==> config.mk <==
export PLATFORM = sky130hd
export DESIGN_NAME = alu_seq
export DESIGN_NICKNAME = d
export VERILOG_FILES = /design/src/rtl/alu_seq.sv
export SDC_FILE = /design/constraint.sdc
export NUM_CORES = 1
export LEC_CHECK = 0
export ABC_CLOCK_PERIOD_IN_PS = 2300
export CELL_PAD_IN_SITES_DETAIL_PLACEMENT = 1
export CELL_PAD_IN_SITES_GLOBAL_PLACEMENT = 2
export CORE_AREA = 8 8 144 146
export CTS_CLUSTER_DIAMETER = 60
export DETAILED_ROUTE_END_ITERATION = 10
export DIE_AREA = 0 0 152 154
export PLACE_DENSITY_LB_ADDON = 0.1
export SLEW_MARGIN = 20
export SYNTH_ARGS = -nofsm -noshare
export SYNTH_HDL_FRONTEND = slang
export SYNTH_SLANG_ARGS = --single-unit
export TNS_END_PERCENT = 100
==> constraint.sdc <==
create_clock -name clk -period 2.3 [get_ports clk]
set_input_delay 0.575 -clock clk [delete_from_list [all_inputs] [get_ports clk]]
set_output_delay 0.575 -clock clk [all_outputs]
set_load 0.02 [all_outputs]
==> src/rtl/alu_seq.sv <==
// -----------------------------------------------------------------------------
// alu_seq -- nibble-serial 32-bit ALU with valid/ready request and response.
//
// An operation is accepted in IDLE, then processed 4 bits per clock (LSB
// slice first, carry registered between slices) for 8 cycles in BUSY. The
// result and flags are presented in DONE until the initiator takes them.
//
// Ports
//   clk        in   clock, all state updates on the rising edge
//   rst_n      in   asynchronous active-low reset
//   req_valid  in   initiator presents an operation
//   req_ready  out  high only in IDLE
//   a, b       in   32-bit operands
//   cmd        in   0 ADD, 1 SUB, 2 XOR, 3 SLT, 4 AND, 5 NAND, 6 NOR, 7 OR
//   rsp_valid  out  high only in DONE
//   rsp_ready  in   initiator consumes the result (only looked at in DONE)
//   res        out  32-bit result
//   cout       out  carry out of bit 31 (ADD/SUB only, else 0)
//   ofl        out  signed overflow (ADD/SUB only, else 0)
//   zero       out  final result equals zero
//   op_count   out  16-bit count of completed handshakes, wraps; present only
//                   when the macro ALU_SEQ_OPCOUNT_EN is defined
// -----------------------------------------------------------------------------
module alu_seq (
  input  logic        clk,
  input  logic        rst_n,
  input  logic        req_valid,
  output logic        req_ready,
  input  logic [31:0] a,
  input  logic [31:0] b,
  input  logic [2:0]  cmd,
  output logic        rsp_valid,
  input  logic        rsp_ready,
  output logic [31:0] res,
  output logic        cout,
  output logic        ofl,
  output logic        zero
`ifdef ALU_SEQ_OPCOUNT_EN
  ,
  output logic [15:0] op_count
`endif
);

  typedef enum logic [1:0] {
    ST_IDLE = 2'd0,
    ST_BUSY = 2'd1,
    ST_DONE = 2'd2
  } state_t;

  typedef enum logic [2:0] {
    CMD_ADD  = 3'd0,
    CMD_SUB  = 3'd1,
    CMD_XOR  = 3'd2,
    CMD_SLT  = 3'd3,
    CMD_AND  = 3'd4,
    CMD_NAND = 3'd5,
    CMD_NOR  = 3'd6,
    CMD_OR   = 3'd7
  } cmd_t;

  state_t      r_state;
  state_t      w_next_state;

  cmd_t        r_cmd;
  logic [31:0] r_a;       // shifts right one nibble per BUSY cycle
  logic [31:0] r_b;       // stored pre-inverted for SUB/SLT
  logic        r_carry;   // carry into the current slice
  logic [2:0]  r_cnt;     // slice index 0..7
  logic [27:0] r_sum;     // slices 0..6, shifted in from the top

  logic [31:0] r_res;
  logic        r_cout;
  logic        r_ofl;
  logic        r_zero;

  logic        w_accept;
  logic        w_last;
  logic        w_release;
  logic        w_sub_like;
  logic        w_addsub;
  logic [4:0]  w_sum5;
  logic [3:0]  w_slice;
  logic        w_c31;
  logic        w_ofl;
  logic [31:0] w_final_res;

  assign w_accept  = (r_state == ST_IDLE) && req_valid;
  assign w_last    = (r_state == ST_BUSY) && (r_cnt == 3'd7);
  assign w_release = (r_state == ST_DONE) && rsp_ready;

  // SUB and SLT both run a + ~b + 1; decided from the raw cmd at capture.
  assign w_sub_like = (cmd == 3'(CMD_SUB)) || (cmd == 3'(CMD_SLT));
  assign w_addsub   = (r_cmd == CMD_ADD) || (r_cmd == CMD_SUB);

  // ---------------------------------------------------------------------------
  // FSM
  // ---------------------------------------------------------------------------
  // NOTE: sequential state uses non-blocking assignments so every register
  // samples the pre-edge values of the others.
  always_ff @(posedge clk or negedge rst_n) begin
    if (!rst_n) r_state <= ST_IDLE;
    else        r_state <= w_next_state;
  end

  // NOTE: every combinational output gets a default first, so no path through
  // the case leaves it unassigned and no latch is inferred.
  always_comb begin
    w_next_state = r_state;
    unique case (r_state)
      ST_IDLE: if (w_accept)  w_next_state = ST_BUSY;
      ST_BUSY: if (w_last)    w_next_state = ST_DONE;
      ST_DONE: if (w_release) w_next_state = ST_IDLE;
      default:                w_next_state = ST_IDLE;
    endcase
  end

  assign req_ready = (r_state == ST_IDLE);
  assign rsp_valid = (r_state == ST_DONE);

  // ---------------------------------------------------------------------------
  // Slice datapath: always works on the low nibble of the shifting operands.
  // ---------------------------------------------------------------------------
  assign w_sum5 = {1'b0, r_a[3:0]} + {1'b0, r_b[3:0]} + {4'd0, r_carry};

  always_comb begin
    w_slice = w_sum5[3:0];
    case (r_cmd)
      CMD_XOR:  w_slice = r_a[3:0] ^ r_b[3:0];
      CMD_AND:  w_slice = r_a[3:0] & r_b[3:0];
      CMD_NAND: w_slice = ~(r_a[3:0] & r_b[3:0]);
      CMD_NOR:  w_slice = ~(r_a[3:0] | r_b[3:0]);
      CMD_OR:   w_slice = r_a[3:0] | r_b[3:0];
      default:  w_slice = w_sum5[3:0];
    endcase
  end

  // On the top slice, the carry into bit 31 is recovered from that bit's own
  // sum: s = a ^ b ^ cin, hence cin = a ^ b ^ s.
  assign w_c31 = r_a[3] ^ r_b[3] ^ w_sum5[3];
  assign w_ofl = w_c31 ^ w_sum5[4];

  assign w_final_res = (r_cmd == CMD_SLT) ? {31'd0, w_sum5[3] ^ w_ofl}
                                          : {w_slice, r_sum};

  // NOTE: the operand and result registers are reset along with the control
  // state because the reset value of res/flags is visible at the outputs.
  always_ff @(posedge clk or negedge rst_n) begin
    if (!rst_n) begin
      r_cmd   <= CMD_ADD;
      r_a     <= '0;
      r_b     <= '0;
      r_carry <= 1'b0;
      r_cnt   <= '0;
      r_sum   <= '0;
      r_res   <= '0;
      r_cout  <= 1'b0;
      r_ofl   <= 1'b0;
      r_zero  <= 1'b0;
    end else if (w_accept) begin
      r_cmd   <= cmd_t'(cmd);
      r_a     <= a;
      r_b     <= w_sub_like ? ~b : b;
      r_carry <= w_sub_like;
      r_cnt   <= '0;
    end else if (r_state == ST_BUSY) begin
      r_a     <= {4'd0, r_a[31:4]};
      r_b     <= {4'd0, r_b[31:4]};
      r_carry <= w_sum5[4];
      r_sum   <= {w_slice, r_sum[27:4]};
      // Counter parks at 7; leaving BUSY prevents a ninth slice.
      if (r_cnt != 3'd7) r_cnt <= r_cnt + 3'd1;
      if (w_last) begin
        r_res  <= w_final_res;
        r_cout <= w_addsub ? w_sum5[4] : 1'b0;
        r_ofl  <= w_addsub ? w_ofl : 1'b0;
        r_zero <= (w_final_res == 32'd0);
      end
    end
  end

  assign res  = r_res;
  assign cout = r_cout;
  assign ofl  = r_ofl;
  assign zero = r_zero;

`ifdef ALU_SEQ_OPCOUNT_EN
  logic [15:0] r_op_count;

  // Wraps naturally from 16'hFFFF to 0.
  always_ff @(posedge clk or negedge rst_n) begin
    if (!rst_n)         r_op_count <= '0;
    else if (w_release) r_op_count <= r_op_count + 16'd1;
  end

  assign op_count = r_op_count;
`endif

endmodule

=== Word-level counts from Yosys, hierarchy flattened ===
Index checks and enable logic that the tools add are counted.

* Register bits after elaboration: 136
* Bits of input ports: 71
* Output and inout bits: 37
* Word-level logic and storage cells: 73

* Add/sub/neg operators: 3
* Equal/unequal tests: 16
* Multiplexer cells: 18
* Bitwise logic cells: 11
* Reductions and logical operators: 14

{| class="wikitable"
|+ Operators by type and width
! cell !! count
|-
| two-way mux 32 bit || 6
|-
| logical NOT 32 bit || 1
|-
| NOT 32 bit || 1
|-
| case mux 4 bit (5 select lines) || 1
|-
| == test 3 bit, second input constant || 5
|-
| == test 3 x 2 -> 1 bit, second input constant || 3
|-
| two-way mux 3 bit || 3
|-
| NOT 4 bit || 2
|-
| == test 3 x 1 -> 1 bit, second input constant || 2
|-
| two-way mux 2 bit || 3
|-
| case mux 2 bit (3 select lines) || 1
|-
| AND reduction 3 bit || 2
|-
| adder 4 x 4 -> 5 bit || 1
|-
| adder 5 x 1 -> 5 bit || 1
|-
| AND 4 bit || 1
|-
| two-way mux 1 bit || 4
|-
| != test 2 x 1 -> 1 bit, second input constant || 2
|-
| bitwise OR 4 bit || 1
|-
| AND reduction 2 bit || 2
|-
| nonzero test 2 bit || 2
|-
| XOR 1 bit || 4
|-
| XOR 4 bit || 1
|-
| adder 3 x 1 -> 3 bit, second input constant || 1
|-
| logical AND 1 bit || 3
|-
| 8 further kinds || 9
|}

=== Depth between registers and ports, before layout ===
* Depth after elaboration: 7
* Mapped depth: 7
* Depth with buffers taken out: 7

=== Worst setup path before layout ===
OpenSTA, ideal clock, no wires.

* Kind: register to register
* Start: register r_a[0]
* End: register r_zero (netlist: zero)
* Data arrival time: 1,985 ps
* Data required time: 2,180 ps
* Slack: 196 ps
* Cell stages (with the launch flop): 8
* Buffers on the path: 0
* Path through: dfrtp_1 inv_1 fa_1 fa_1 nor4_1 nor3_2 and3_1 a31o_1

* Longest elaborated chain between the ends: 7
* Elaborated cells between the ends (all ways): 13
* Classes of those cells: add/sub (2); mux (2); bitwise (8); reduce/logical (1)

{| class="wikitable"
|+ Ends and longest elaborated chain
! item !! RTL line !! source
|-
| start, declared || 65 || <nowiki>logic [31:0] r_a;</nowiki>
|-
| start signal, assigned || 166 || <nowiki>r_a <= {4'd0, r_a[31:4]};</nowiki>
|-
| adder 4 x 4 -> 5 bit || 123 || <nowiki>assign w_sum5 = {1'b0, r_a[3:0]} + {1'b0, r_b[3:0]} + {4'd0, r_carry};</nowiki>
|-
| adder 5 x 1 -> 5 bit || 123 ||
|-
| XOR 1 bit || 139 || <nowiki>assign w_c31 = r_a[3] ^ r_b[3] ^ w_sum5[3];</nowiki>
|-
| XOR 1 bit || 140 || <nowiki>assign w_ofl = w_c31 ^ w_sum5[4];</nowiki>
|-
| XOR 1 bit || 142 || <nowiki>assign w_final_res = (r_cmd == CMD_SLT) ? {31'd0, w_sum5[3] ^ w_ofl}</nowiki>
|-
| two-way mux 32 bit (*) || 142 ||
|-
| logical NOT 32 bit (*) || 176 || <nowiki>r_zero <= (w_final_res == 32'd0);</nowiki>
|-
| end signal, assigned || 176 ||
|-
| end, declared || 74 || <nowiki>logic r_zero;</nowiki>
|}

Mark *: on every way between the ends. The rest lies on a longest branch, timed or not.
A chain may end at the register's enable or synchronous reset.

=== Worst setup path in the final report ===
Same ends and word-level chain as after synthesis.

==> run metrics <==
run status=finished clean; clock edge transition at the registers on the reported setup and hold paths=0.06 ns; commonest cells after routing, fill and taps aside=sky130_fd_sc_hd__nand2_1, sky130_fd_sc_hd__dfrtp_1, sky130_fd_sc_hd__clkdlybuf4s50_1; worst vdd rail ir drop=647 µV; Area Overhead vs Synth=31.5%; CTS tree=built; antenna violations before repair=0; final critical path time including I/O delays and setup=2.17 ns; WL/cell=17.7 µm; biggest fanout along the worst timing path=3; CP endpoint kind=flip-flop; Final setup viols=0; peak per-stage delay on the critical path=0.43 ns; max-cap violation count=0; count of pins over their slew limit=0; standard cell area after detailed placement=7490 µm²; warnings from Yosys=0; slack of the worst reg-to-reg path=0.13 ns; number of vias after detailed routing=4717; synthesized net count=677; ordered cell list for the critical path=inv_1 > fa_2 > fa_2 > o211a_1 > nor3_4 > and3_1 > a31o_1; area of the mapped netlist=6180 µm²; placed insts=907; full die area=23400 µm²; average size of a mapped cell=10.4 µm²; height of the chip=154 µm; post-CTS setup-driven buffer insertion count=0; ratio of final minimum period to clock period=94.5%; capturing point of the worst reg2reg path=zero$_DFFE_PN0P_; maximum clock path buffer count=2; crit path DAT=2.53 ns; Post-Route WL=16600 µm; Row Count=50; ratio of total power to cell area=1420 nW/µm²; post-route non-filler standard cell count=940; Synth Register Bits=136; vias in the first global route=5299; ant diodes=0; total congestion overflow after global routing=0; number of clock sinks seen by CTS=136; Clock Latency Late Sink=0.42 ns; Hold WC Path Type=in2async; peak clock frequency supported by timing=0.460 GHz; Root Driver=sky130_fd_sc_hd__clkbuf_16; DRC violation count after routing=0; count of nets left with antenna violations after detail routing=0; Final nets=776; area occupied by multi-input gates=2540 µm²; area of all placed cells without fillers=8130 µm²; detailed placement HPWL=11900 µm; first-pass detailed-route iteration total=4; type of element launching the critical path=flip-flop; leading cell type in the layout, fill and taps excluded=sky130_fd_sc_hd__nand2_1; area of all sequential standard cells=3400 µm²; Slew headroom=57.0%; Worst EP required=2.66 ns; Tightest Pin Transition=0.644 ns; via/cell ratio=5.02; Distinct cells, synth=43; CP most frequent cell=sky130_fd_sc_hd__fa_2; logic depth of the worst register-to-register path=7; fraction of final layout cells sized beyond drive strength 1=8.92%; initial core utilization=33.5%; total of hold buffers inserted after clock tree synthesis=0; CTS HTree Levels=4; total clock buffers created by CTS=17; GRT Util Overall=15.0%; Placer Congestion=0.801; Final Hold Viols=0; total core area=18500 µm²; unrepaired setup endpoints after global routing=no; DRT iter0 DRCs=211; sequential fraction of the synthesis area=55.0%; global-route wire length before repair=28400 µm; number of port buffers=107; worst hold margin=0.0946 ns; die width=152 µm; maximum number of pins on one net before global-route repair=52; Crit Path Category=reg2reg; setup skew after layout=0.00652 ns; Filler Cells Inserted=2030; leak pwr=3.70 nW; number of ports placed on the die boundary=108; critical-path cell with the highest stage delay=sky130_fd_sc_hd__fa_2; RR Startpoint=r_a[0]$_DFFE_PN0P_; cell count after synthesis=594
-- flip-flops by register name (all words and copies together) (netlist names), 2 cells and up --
signal	count
r_sum	28
r_state	2
r_a	32
r_cnt	3
r_b	32
r_cmd	3
res	32
-- where the power goes --
group          total, mW  leakage, nW  switching [mW]  internal, mW
clock               2.70        0.288            1.03          1.67
combinational       4.63         1.67            2.54          2.09
sequential          4.25         1.74           0.830          3.42
total               11.6         3.70            4.40          7.18
-- Yosys cell counts --
| library cell | instances | area share [%] |
|---|---|---|
| sky130_fd_sc_hd__nand2_1 | 149 | 9.0 |
| sky130_fd_sc_hd__dfrtp_1 | 136 | 55 |
| sky130_fd_sc_hd__xnor2_1 | 33 | 4.7 |
| sky130_fd_sc_hd__a221o_1 | 32 | 5.2 |
| sky130_fd_sc_hd__a22o_1 | 31 | 4.4 |
| sky130_fd_sc_hd__nor2_1 | 31 | 1.9 |
| sky130_fd_sc_hd__a22oi_1 | 24 | 2.9 |
| sky130_fd_sc_hd__buf_2 | 22 | 1.8 |
| sky130_fd_sc_hd__o21ai_0 | 17 | 1.4 |
| sky130_fd_sc_hd__inv_1 | 14 | 0.85 |
| sky130_fd_sc_hd__clkbuf_1 | 11 | 0.67 |
| sky130_fd_sc_hd__ha_1 | 10 | 2.0 |
| sky130_fd_sc_hd__nor3_1 | 9 | 0.73 |
| sky130_fd_sc_hd__buf_4 | 8 | 0.97 |
| sky130_fd_sc_hd__nor4_1 | 7 | 0.71 |
| sky130_fd_sc_hd__mux2i_1 | 6 | 0.97 |
| sky130_fd_sc_hd__nand3_1 | 6 | 0.49 |
| sky130_fd_sc_hd__nor2b_1 | 5 | 0.51 |
| sky130_fd_sc_hd__o21ai_1 | 5 | 0.40 |
| sky130_fd_sc_hd__nand2b_1 | 4 | 0.40 |
| sky130_fd_sc_hd__a21oi_1 | 3 | 0.24 |
| sky130_fd_sc_hd__and3_1 | 3 | 0.30 |
| sky130_fd_sc_hd__a211oi_1 | 2 | 0.24 |
| sky130_fd_sc_hd__and2_1 | 2 | 0.20 |
| sky130_fd_sc_hd__buf_6 | 2 | 0.36 |
| sky130_fd_sc_hd__fa_1 | 2 | 0.65 |
| sky130_fd_sc_hd__mux2_2 | 2 | 0.36 |
| sky130_fd_sc_hd__nor3b_1 | 2 | 0.24 |
| sky130_fd_sc_hd__xor2_1 | 2 | 0.28 |
| sky130_fd_sc_hd__a2111o_1 | 1 | 0.18 |
| sky130_fd_sc_hd__a31o_1 | 1 | 0.14 |
| sky130_fd_sc_hd__a41o_1 | 1 | 0.16 |
| sky130_fd_sc_hd__a41oi_1 | 1 | 0.14 |
| sky130_fd_sc_hd__and2_0 | 1 | 0.10 |
| sky130_fd_sc_hd__nand2_2 | 1 | 0.10 |
| sky130_fd_sc_hd__nand3b_4 | 1 | 0.32 |
| sky130_fd_sc_hd__nand4_1 | 1 | 0.10 |
| sky130_fd_sc_hd__nor2_2 | 1 | 0.10 |
| sky130_fd_sc_hd__nor2_4 | 1 | 0.18 |
| sky130_fd_sc_hd__nor3_2 | 1 | 0.16 |
| sky130_fd_sc_hd__o211a_1 | 1 | 0.16 |
| sky130_fd_sc_hd__o22ai_1 | 1 | 0.10 |
| sky130_fd_sc_hd__o31a_1 | 1 | 0.14 |
-- final cells by class --
cell class	count	area share (%)
Sequential cell	136	41.9
Multi-Input combinational cell	401	31.3
Timing Repair Buffer	123	15.3
Clock buffer	20	5.74
Tap cell	234	3.60
Clock inverter	12	1.54
Inverter	14	0.646
-- worst max-delay path by stage --
stage                       startpoint             endpoint  slack [ns]  cells after the start
floorplan           r_a[0]$_DFFE_PN0P_     zero$_DFFE_PN0P_        0.20                      7
global placement             req_valid   r_b[9]$_DFFE_PN0P_       -0.11                      4
detailed placement           req_valid  r_b[20]$_DFFE_PN0P_       -0.17                      4
CTS                 r_a[0]$_DFFE_PN0P_     zero$_DFFE_PN0P_        0.07                      7
global route        r_a[0]$_DFFE_PN0P_     zero$_DFFE_PN0P_        0.02                      7
finish              r_a[0]$_DFFE_PN0P_     zero$_DFFE_PN0P_        0.13                      7
-- kinds of logic after synthesis --
kind of cell,synth area share (%)
adders and majority gates,2.67
and+or+nand+nor,15.6
muxes,1.34
DFF,55.0
xor gates and xnor gates,4.96
buffers and inverters,4.63
AOI/OAI and AO/OA,15.8
-- through the flow --
stage / TNS (ns) / util [%] / power [mW] / setup slack (ns)
6_report: 0 / 44.1 / 11.6 / 0.127
2_1_floorplan: 0 / - / 7.19 / 0.196
3_5_place_dp: -6.70 / 40.6 / 8.89 / -0.168
4_1_cts: 0 / 43.8 / 11.7 / 0.0668
5_1_grt: 0 / 44.1 / 12.4 / 0.0210
3_3_place_gp: -4.18 / 40.6 / 8.68 / -0.112
-- repair_timing --
item | CTS | global route
gates cloned | 0 | 0
setup endpoints to repair | 2 | 1
pin swaps | 0 | 1
resized for setup | 5 | 3
-- per-layer routing --
metal	routed length [µm]	track usage, %	vias up
li1	-	-	2263
met1	7530	17.9	2344
met2	8120	25.7	96
met3	755	4.20	14
met4	208	5.28	0
met5	0	0	-
-- critical path, delay by kind of cell, from the launching register on --
| kind | cells | cell delay [ns] |
|---|---|---|
| adder cells (fa/ha/maj) | 2 | 0.85 |
| buffers and inverters | 1 | 0.10 |
| AND/OR/NAND/NOR | 2 | 0.40 |
| flip-flops | 1 | 0.34 |
| AO/OA/AOI/OAI | 2 | 0.42 |
(Power assumes the default switching activity.)
